[src/rtl/pcs_gen_pkg.sv]
// Shared PCS generator constants and the 257-bit x^58 + x^39 + 1 scrambler unroll.
// Also used by the descrambler checker model, so keep scr_257 free of module state.
package pcs_gen_pkg;

    localparam int NB_FRAME_IN  = 257;
    localparam int NB_SCR_STATE = 58;
    localparam int SCR_TAP      = 39;
    localparam int NB_BLOCK_CNT = 32;

    localparam logic [NB_SCR_STATE-1:0] SCR_SEED = 58'h3FF_FFFF_FFFF_FFFF;

    typedef logic [NB_FRAME_IN-1:0]  blk_t;
    typedef logic [NB_SCR_STATE-1:0] scr_state_t;

    typedef struct packed {
        scr_state_t next_state;
        blk_t       blk;
    } scr_res_t;

    // hist holds the prior state in its low bits followed by the freshly
    // scrambled bits, so hist[k] is s[k-58] and hist[k+19] is s[k-39].
    function automatic scr_res_t scr_257(input blk_t block, input scr_state_t state);
        logic [NB_FRAME_IN+NB_SCR_STATE-1:0] hist;
        scr_res_t                            res;
        hist                     = '0;
        hist[NB_SCR_STATE-1:0]   = state;
        for (int k = 0; k < NB_FRAME_IN; k++) begin
            hist[k+NB_SCR_STATE] = block[k]
                                 ^ hist[k+NB_SCR_STATE-SCR_TAP]
                                 ^ hist[k];
        end
        res.blk        = hist[NB_FRAME_IN+NB_SCR_STATE-1:NB_SCR_STATE];
        res.next_state = hist[NB_FRAME_IN+NB_SCR_STATE-1 -: NB_SCR_STATE];
        return res;
    endfunction

endpackage

[src/rtl/pcs_skid_buffer.sv]
// Two-entry valid/ready skid buffer: output register plus one skid register.
// Latency: 1 cycle input to output when not stalled.
// Backpressure: in_rdy is registered and drops only once the skid entry is occupied.
module pcs_skid_buffer #(
    parameter int W = 257
) (
    input  logic         clk,
    input  logic         rst_n,
    input  logic [W-1:0] in_dat,
    input  logic         in_vld,
    output logic         in_rdy,
    output logic [W-1:0] out_dat,
    output logic         out_vld,
    input  logic         out_rdy
);

    logic [W-1:0] out_dat_q,  out_dat_d;
    logic [W-1:0] skid_dat_q, skid_dat_d;
    logic         out_vld_q,  out_vld_d;
    logic         skid_vld_q, skid_vld_d;
    logic         rdy_q,      rdy_d;
    logic         in_acc;
    logic         out_free;

    always_comb begin
        in_acc     = in_vld && rdy_q;
        out_free   = !out_vld_q || out_rdy;
        out_dat_d  = out_dat_q;
        out_vld_d  = out_vld_q;
        skid_dat_d = skid_dat_q;
        skid_vld_d = skid_vld_q;
        if (out_free) begin
            // A full skid always has priority; in_acc is impossible then.
            if (skid_vld_q) begin
                out_dat_d  = skid_dat_q;
                out_vld_d  = 1'b1;
                skid_vld_d = 1'b0;
            end else if (in_acc) begin
                out_dat_d = in_dat;
                out_vld_d = 1'b1;
            end else begin
                out_vld_d = 1'b0;
            end
        end else if (in_acc) begin
            skid_dat_d = in_dat;
            skid_vld_d = 1'b1;
        end
        rdy_d = !skid_vld_d;
    end

    always_ff @(posedge clk or negedge rst_n) begin
        if (!rst_n) begin
            out_dat_q  <= '0;
            skid_dat_q <= '0;
            out_vld_q  <= 1'b0;
            skid_vld_q <= 1'b0;
            rdy_q      <= 1'b1;
        end else begin
            out_dat_q  <= out_dat_d;
            skid_dat_q <= skid_dat_d;
            out_vld_q  <= out_vld_d;
            skid_vld_q <= skid_vld_d;
            rdy_q      <= rdy_d;
        end
    end

    assign in_rdy  = rdy_q;
    assign out_dat = out_dat_q;
    assign out_vld = out_vld_q;

endmodule

[src/rtl/pcs_257b_scrambler.sv]
// Self-synchronizing x^58 + x^39 + 1 scrambler over 257-bit blocks; 1-cycle latency.
// Backpressure via a two-entry skid buffer with registered o_ready; PCS_SCR_BYPASS_EN adds i_bypass.
module pcs_257b_scrambler
    import pcs_gen_pkg::*;
#(
    parameter int                               NB_FRAME_IN  = pcs_gen_pkg::NB_FRAME_IN,
    parameter int                               NB_SCR_STATE = pcs_gen_pkg::NB_SCR_STATE,
    parameter logic [NB_SCR_STATE-1:0]          SCR_SEED     = pcs_gen_pkg::SCR_SEED,
    parameter int                               NB_BLOCK_CNT = pcs_gen_pkg::NB_BLOCK_CNT
) (
    input  logic                    clk,
    input  logic                    i_rst_n,
    input  logic [NB_FRAME_IN-1:0]  i_tx_coded,
    input  logic                    i_valid,
    output logic                    o_ready,
    input  logic                    i_seed_load,
`ifdef PCS_SCR_BYPASS_EN
    input  logic                    i_bypass,
`endif
    output logic [NB_FRAME_IN-1:0]  o_tx_scr,
    output logic                    o_valid,
    input  logic                    i_ready,
    output logic [NB_BLOCK_CNT-1:0] o_block_cnt
);

    logic [NB_SCR_STATE-1:0] state_q, state_d;
    logic [NB_BLOCK_CNT-1:0] cnt_q,   cnt_d;
    logic [NB_FRAME_IN-1:0]  blk_out;
    scr_res_t                scr;
    logic                    acc;

    always_comb begin
        scr = scr_257(i_tx_coded, state_q);
        acc = i_valid && o_ready;
`ifdef PCS_SCR_BYPASS_EN
        // State still advances on bypassed blocks to stay aligned with a reference scrambler.
        blk_out = i_bypass ? i_tx_coded : scr.blk;
`else
        blk_out = scr.blk;
`endif
    end

    always_comb begin
        state_d = state_q;
        cnt_d   = cnt_q;
        if (acc) begin
            state_d = scr.next_state;
            cnt_d   = cnt_q + NB_BLOCK_CNT'(1);
        end
        // Seed wins over the post-block state; the accepted block already used the old one.
        if (i_seed_load) begin
            state_d = SCR_SEED;
        end
    end

    always_ff @(posedge clk or negedge i_rst_n) begin
        if (!i_rst_n) begin
            state_q <= SCR_SEED;
            cnt_q   <= '0;
        end else begin
            state_q <= state_d;
            cnt_q   <= cnt_d;
        end
    end

    pcs_skid_buffer #(
        .W (NB_FRAME_IN)
    ) u_skid (
        .clk     (clk),
        .rst_n   (i_rst_n),
        .in_dat  (blk_out),
        .in_vld  (i_valid),
        .in_rdy  (o_ready),
        .out_dat (o_tx_scr),
        .out_vld (o_valid),
        .out_rdy (i_ready)
    );

    assign o_block_cnt = cnt_q;

endmodule

[config.mk]
export PLATFORM = sky130hd
export DESIGN_NAME = pcs_257b_scrambler
export DESIGN_NICKNAME = d
export VERILOG_FILES = /design/src/rtl/pcs_gen_pkg.sv /design/src/rtl/pcs_skid_buffer.sv /design/src/rtl/pcs_257b_scrambler.sv
export SDC_FILE = /design/constraint.sdc
export NUM_CORES = 1
export LEC_CHECK = 0
export ABC_AREA = 1
export BUFFER_PORTS_ARGS = -buffer_cell sky130_fd_sc_hd__clkbuf_2
export CELL_PAD_IN_SITES_DETAIL_PLACEMENT = 1
export CELL_PAD_IN_SITES_GLOBAL_PLACEMENT = 2
export CORE_MARGIN = 10
export CORE_UTILIZATION = 28
export CTS_CLUSTER_DIAMETER = 80
export DETAILED_ROUTE_END_ITERATION = 10
export GPL_ROUTABILITY_DRIVEN = 0
export PLACE_DENSITY = 0.71
export REMOVE_ABC_BUFFERS = 1
export SLEW_MARGIN = 5
export SYNTH_ARGS = -nofsm -noshare
export SYNTH_HDL_FRONTEND = slang
export SYNTH_SLANG_ARGS = --single-unit
[constraint.sdc]
create_clock -name clk -period 3.6 [get_ports clk]
set_clock_uncertainty 0.2 [all_clocks]
set_input_delay 0.72 -clock clk [delete_from_list [all_inputs] [get_ports clk]]
set_output_delay 0.72 -clock clk [all_outputs]
set_load 0.05 [all_outputs]
Word-level counts from Yosys, hierarchy flattened
Index checks and enable logic that the tools add are counted.
W data, S select, Z words.
- add/sub/neg operators: 1
- muxes and demuxes: 8
- bitwise operators: 515
- reductions and logical operators: 8
- operators by type and width (kind ; number):
    $mux W257 ; 2
    $xor A1 B1 Y1 ; 514
    $mux W58 ; 2
    $add A32 B1 Y32 const B ; 1
    $mux W1 ; 4
    $reduce_and A2 Y1 ; 2
    $reduce_bool A2 Y1 ; 2
    $logic_not A1 Y1 ; 2
    $logic_and A1 B1 Y1 ; 1
    $logic_or A1 B1 Y1 ; 1
    $not A1 Y1 ; 1
- bits in registers: 607
- input port bits: 262
- output and inout bits: 291
- logic and storage cells: 539

Depth between registers and ports, before layout
- depth after elaboration: 16
- gate-level depth with buffers: 26

Cells and area by module
Synthesis repeated with hierarchy kept, for this count alone.
- cell total of the unflattened synthesis: 5548
- area, all modules: 37018.0 µm²
- by module, submodules not included (module ; times used ; cells an instance ; area an instance (µm²)):
    pcs_skid_buffer ; 1 ; 3038 ; 23087.1
    pcs_257b_scrambler ; 1 ; 2510 ; 13930.9

Worst setup path after synthesis
No wires, ideal clock.
- path kind: flip-flop to flip-flop
- start: register u_skid.rdy_q, in the netlist u_skid.in_rdy
- end: register cnt_q[30], in the netlist o_block_cnt[30]
- data arrival time: 2.525 ns
- required time: 3.259 ns
- slack: 0.734 ns
- cell stages (with the launch flop): 17
- path buffers: 0
- cell sequence: dfstp_2 > nand2_1 > clkinv_2 > nand2_2 > nor2_4 > nand3_2 > nor2_2 > nand3_2 > nor2_2 > nand2_1 > nor3_4 > nand4_1 > nor2_2 > nand2_1 > nor2_2 > nand3_1 > xnor2_1
- word-level cells in the longest chain between the ends: 1
- RTL lines (item ; line ; source):
    from (decl) ; pcs_skid_buffer.sv:21 ; logic rdy_q, rdy_d;
    from (signal assigned) ; pcs_skid_buffer.sv:63 ; rdy_q <= rdy_d;
    $logic_and A1 B1 Y1 ; pcs_257b_scrambler.sv:34 ; acc = i_valid && o_ready;
    to (signal assigned) ; pcs_257b_scrambler.sv:62 ; cnt_q <= cnt_d;
    to (decl) ; pcs_257b_scrambler.sv:27 ; logic [NB_BLOCK_CNT-1:0] cnt_q, cnt_d;
No other way between the ends.
A chain may end at the register's enable or synchronous reset.

Final worst setup path
- start: register state_q[48]
- end: register u_skid.out_dat_q[223], in the netlist u_skid.out_dat[223]
- word-level cells in the longest chain between the ends: 10
- elaborated cells between the ends (all ways): 22
- those cells by class: 2 x mux; 20 x bitwise
- RTL lines (item ; line ; source):
    from (decl) ; pcs_257b_scrambler.sv:26 ; logic [NB_SCR_STATE-1:0] state_q, state_d;
    from (signal assigned) ; pcs_257b_scrambler.sv:61 ; state_q <= state_d;
    $xor A1 B1 Y1, on equally long branches (2 in a row) ; pcs_gen_pkg.sv:30, pcs_gen_pkg.sv:29 ;
    $xor A1 B1 Y1, on equally long branches ; pcs_gen_pkg.sv:29, pcs_gen_pkg.sv:30 ;
    $xor A1 B1 Y1, on equally long branches ; pcs_gen_pkg.sv:30, pcs_gen_pkg.sv:29 ;
    $xor A1 B1 Y1, on equally long branches ; pcs_gen_pkg.sv:29, pcs_gen_pkg.sv:30 ;
    $xor A1 B1 Y1, on equally long branches ; pcs_gen_pkg.sv:30, pcs_gen_pkg.sv:29 ;
    $xor A1 B1 Y1, on equally long branches ; pcs_gen_pkg.sv:29, pcs_gen_pkg.sv:30 ;
    $xor A1 B1 Y1 (*) ; pcs_gen_pkg.sv:30 ; ^ hist[k];
    $mux W257 (*) ; pcs_skid_buffer.sv:38 ; end else if (in_acc) begin
    $mux W257 (*) ; pcs_skid_buffer.sv:34 ; if (skid_vld_q) begin
    to (signal assigned) ; pcs_skid_buffer.sv:59 ; out_dat_q <= out_dat_d;
    to (decl) ; pcs_skid_buffer.sv:17 ; logic [W-1:0] out_dat_q, out_dat_d;
Mark *: on every way between the ends. The rest lies on a longest branch, timed or not. The select of a mux whose other input is x is not followed.

==> impl_metrics.py <==
metrics = {
    "worst_setup_path": {
        "endpoint_kind": "flop",
        "crit_path_start": "state_q[48]$_DFFE_PN1P_",
        "rrSetupSlack_ns": 0.38,
        "crit-reg2reg-launch": "state_q[48]$_DFFE_PN1P_",
        "cp_top_family": "simple AND/OR/NAND/NOR gates",
        "path_buf_inv": 3,
        "path_max_fanout": 5,
        "path_cells": "xnor2_1, inv_1, nand3_1, nand2_1, nand2_1, nand2_2, inv_1, nand2_1, nand2_1, nand2_1, nand2_1, nand2_1, nand2_2, xor2_1, inv_1, nand2_1, nand3_1, nand2_1, nand2_1",
        "start_kind": "flop",
        "critical_path_arrival_ns": 3.54,
        "cp_common_cell": "nand2_1",
        "worst_path_largest_cell_delay_ns": 0.68,
        "slowest_stage": "dfstp_2",
        "required_ns": 3.93,
        "criticalPathCategory": "flop to flop",
    },
    "grt": {
        "grt_pass1_vias": 34800,
        "met2_usage": 0.355,
        "met3_usage": 0.0558,
        "grt_first_pass_wirelength_um": 224000,
        "gr-usage-met1": 0.269,
        "grt_overflow": 0,
        "antenna_found_initial": 49,
        "grt_max_degree": 141,
        "gr-max-usage-layer": "met2",
        "grt_usage": 0.214,
    },
    "routing": {
        "routed_via_density": 4.81,
        "drt_first_iter_violations": 1850,
        "routed_wl_um": 151000,
        "dr.pass1.iters": 5,
        "wl_per_cell_um": 21.6,
        "ant_nets": 0,
        "drc": 0,
        "vias": 33700,
    },
    "timing": {
        "setup_viol_count_final": 0,
        "finalCriticalPeriod_ns": 3.22,
        "worst_pin_slew_ns": 1.06,
        "slew_headroom": 0.296,
        "rsz0062_at_grt": "false",
        "hold_viol": 0,
        "fin_crit_sh": 0.894,
        "whs_ns": 0.164,
        "setup-tns-final_ns": 0,
        "drv_slew": 0,
        "fmax_mhz": 311,
        "fin_ws_ns": 0.380,
    },
    "clocking": {
        "cts-buffers-inserted": 82,
        "clk_latency_ns": 0.66,
        "cts_buffer_depth": 3,
        "clock_sinks": 607,
        "cts_setup_buffers": 0,
        "cts_tree": "built",
        "clockRootBuffer": "clkbuf_16",
        "cts_max_level": 3,
        "path_clk_slew_ns": 0.07,
    },
    "synth": {
        "avgSynthCellArea_um2": 7.29,
        "synth-edff-count": 0,
        "synthArstFlopShare": 1.00,
        "syn-instance-count": 4760,
        "synthFlopType": "dfrtp_1",
        "yosys_warnings": 0,
        "synth_top_area_frac": 0.395,
        "synth.largest_area_cell": "dfrtp_1",
        "synth_area_leaders": "dfrtp_1 40%, nand2_1 17%, o21ai_0 6.3%",
        "synth_most_common_cell": "nand2_1",
        "syn_area_um2": 34700,
        "yosysSeqAreaShare": 0.440,
        "synthTopCellsByCount": "1561 x nand2_1, 548 x dfrtp_1, 439 x o21ai_0",
        "ys_ff_latch": 607,
        "ys_types": 45,
    },
    "placed_design": {
        "dp_slack_ns": 0.0590,
        "dp_hpwl_um": 111000,
        "placedCellCount": 6831,
        "io_buffer_count": 552,
        "placed_area_um2": 39600,
    },
    "die": {
        "rows": 129,
        "die_area_um2": 138000,
        "io_pins": 553,
        "die_w_um": 372,
        "initial_utilization": 0.281,
        "coreArea_um2": 123000,
        "die_h_um": 372,
    },
    "pwr": {
        "p_leak_nw": 22.4,
        "peakVddDrop_v": 0.000443,
        "p_per_area_nw_per_um2": 1270,
        "p_total_mw": 53.8,
    },
    "hold_path": {
        "hold_start": "i_ready",
        "min_path_type": "primary input to flop",
    },
    "layout": {
        "drive_above_1_share": 0.226,
        "final_nets": 5542,
        "stdcell_area_um2": 42400,
        "fin_util": 0.344,
        "stdcell_count": 6998,
        "syn_to_final_growth_pct": 22.3,
    },
    "run": {
        "drv_cap": 0,
    },
    "outcome": {
        "status": "finished clean",
    },
}
-- report_power, final --
part	total [mW]	leakage, nW	internal (mW)	switching [mW]
Sequential	12.4	7.26	10.2	2.17
Clock	8.52	1.37	5.14	3.38
Combinational	32.9	13.8	8.88	24.0
Total	53.8	22.4	24.2	29.5
-- repair_timing --
action / CTS / global route
endpoints found under the setup margin: 0 / 1
resized for setup: 0 / 1
endpoints found under the hold margin: 32 / 0
hold buffers: 1 / 0
-- state kept, by name, summed over array words and instances, names as in the netlist --
name	count
u_skid.out_vld	1
u_skid.skid_dat_q	257
state_q	58
u_skid.skid_vld_q	1
u_skid.out_dat	257
o_block_cnt	32
u_skid.in_rdy	1
-- layout by cell type (no fill, tap or decap), drive strengths merged --
cell type    netlist  routed
nand3b            56      56
nor2             202     202
diode              0      14
o21a              21      21
dfrtp            548     548
nand2           1829    1829
o21ba              1       1
or4                1       1
a31oi             13      13
a32oi              3       3
a21oi            289     289
clkinv             1      13
nand3            442     442
a22oi             25      25
bufinv             0       3
nor3              12      12
inv              439     440
ha                 1       1
o211ai             1       1
dlygate4sd3        0       1
nand4              6       6
dfstp             59      59
a21o               1       1
buf               22      68
o21ai            476     476
or2               15      15
o21bai             1       1
xnor2             58      58
clkbuf           162     687
xor2              71      71
nor4               4       4
-- worst reg2reg max path: cells and delay by family, from the launching register on --
family,cells,cell delay (ns)
simple gates,14,1.44
flops,1,0.68
xor+xnor,2,0.46
buf+inv,3,0.30
-- per-layer routing --
layer | up-vias | part of all wire
met5 | - | 0.0017
met4 | 42 | 0.030
met3 | 220 | 0.063
met2 | 571 | 0.47
met1 | 16500 | 0.43
li1 | 16300 | -
-- area by class of cell --
class / count / area, µm²
diodes: 14 / 35.0
flip-flops and latches: 607 / 15300
inverters: 440 / 1680
clock inverters: 16 / 159
fillers: 15300 / 80900
repair buffers: 620 / 3570
well taps: 1637 / 2050
clock buffers: 136 / 2610
multi-input cells: 3528 / 17100
-- cell families after synthesis --
kind of cell,Yosys count,synth area share
xor+xnor,129,0.0350
flops,607,0.440
simple gates,2567,0.330
buf+inv,625,0.0693
fa+ha+maj,1,0.000361
compound gates,831,0.125
-- worst paths after layout --
check                                             endpoint  cells past startpoint
setup / recovery           u_skid.out_dat[223]$_DFFE_PN0P_                     19
hold / removal                     u_skid.in_rdy$_DFF_PN1_                      3
setup reg to reg           u_skid.out_dat[223]$_DFFE_PN0P_                     19
hold reg to reg                o_block_cnt[31]$_DFFE_PN0P_                      1
max in group asynchronous          state_q[15]$_DFFE_PN1P_                      3
min in group asynchronous  u_skid.out_dat[221]$_DFFE_PN0P_                      2
No activity file was read; power rests on OpenSTA's default activity.
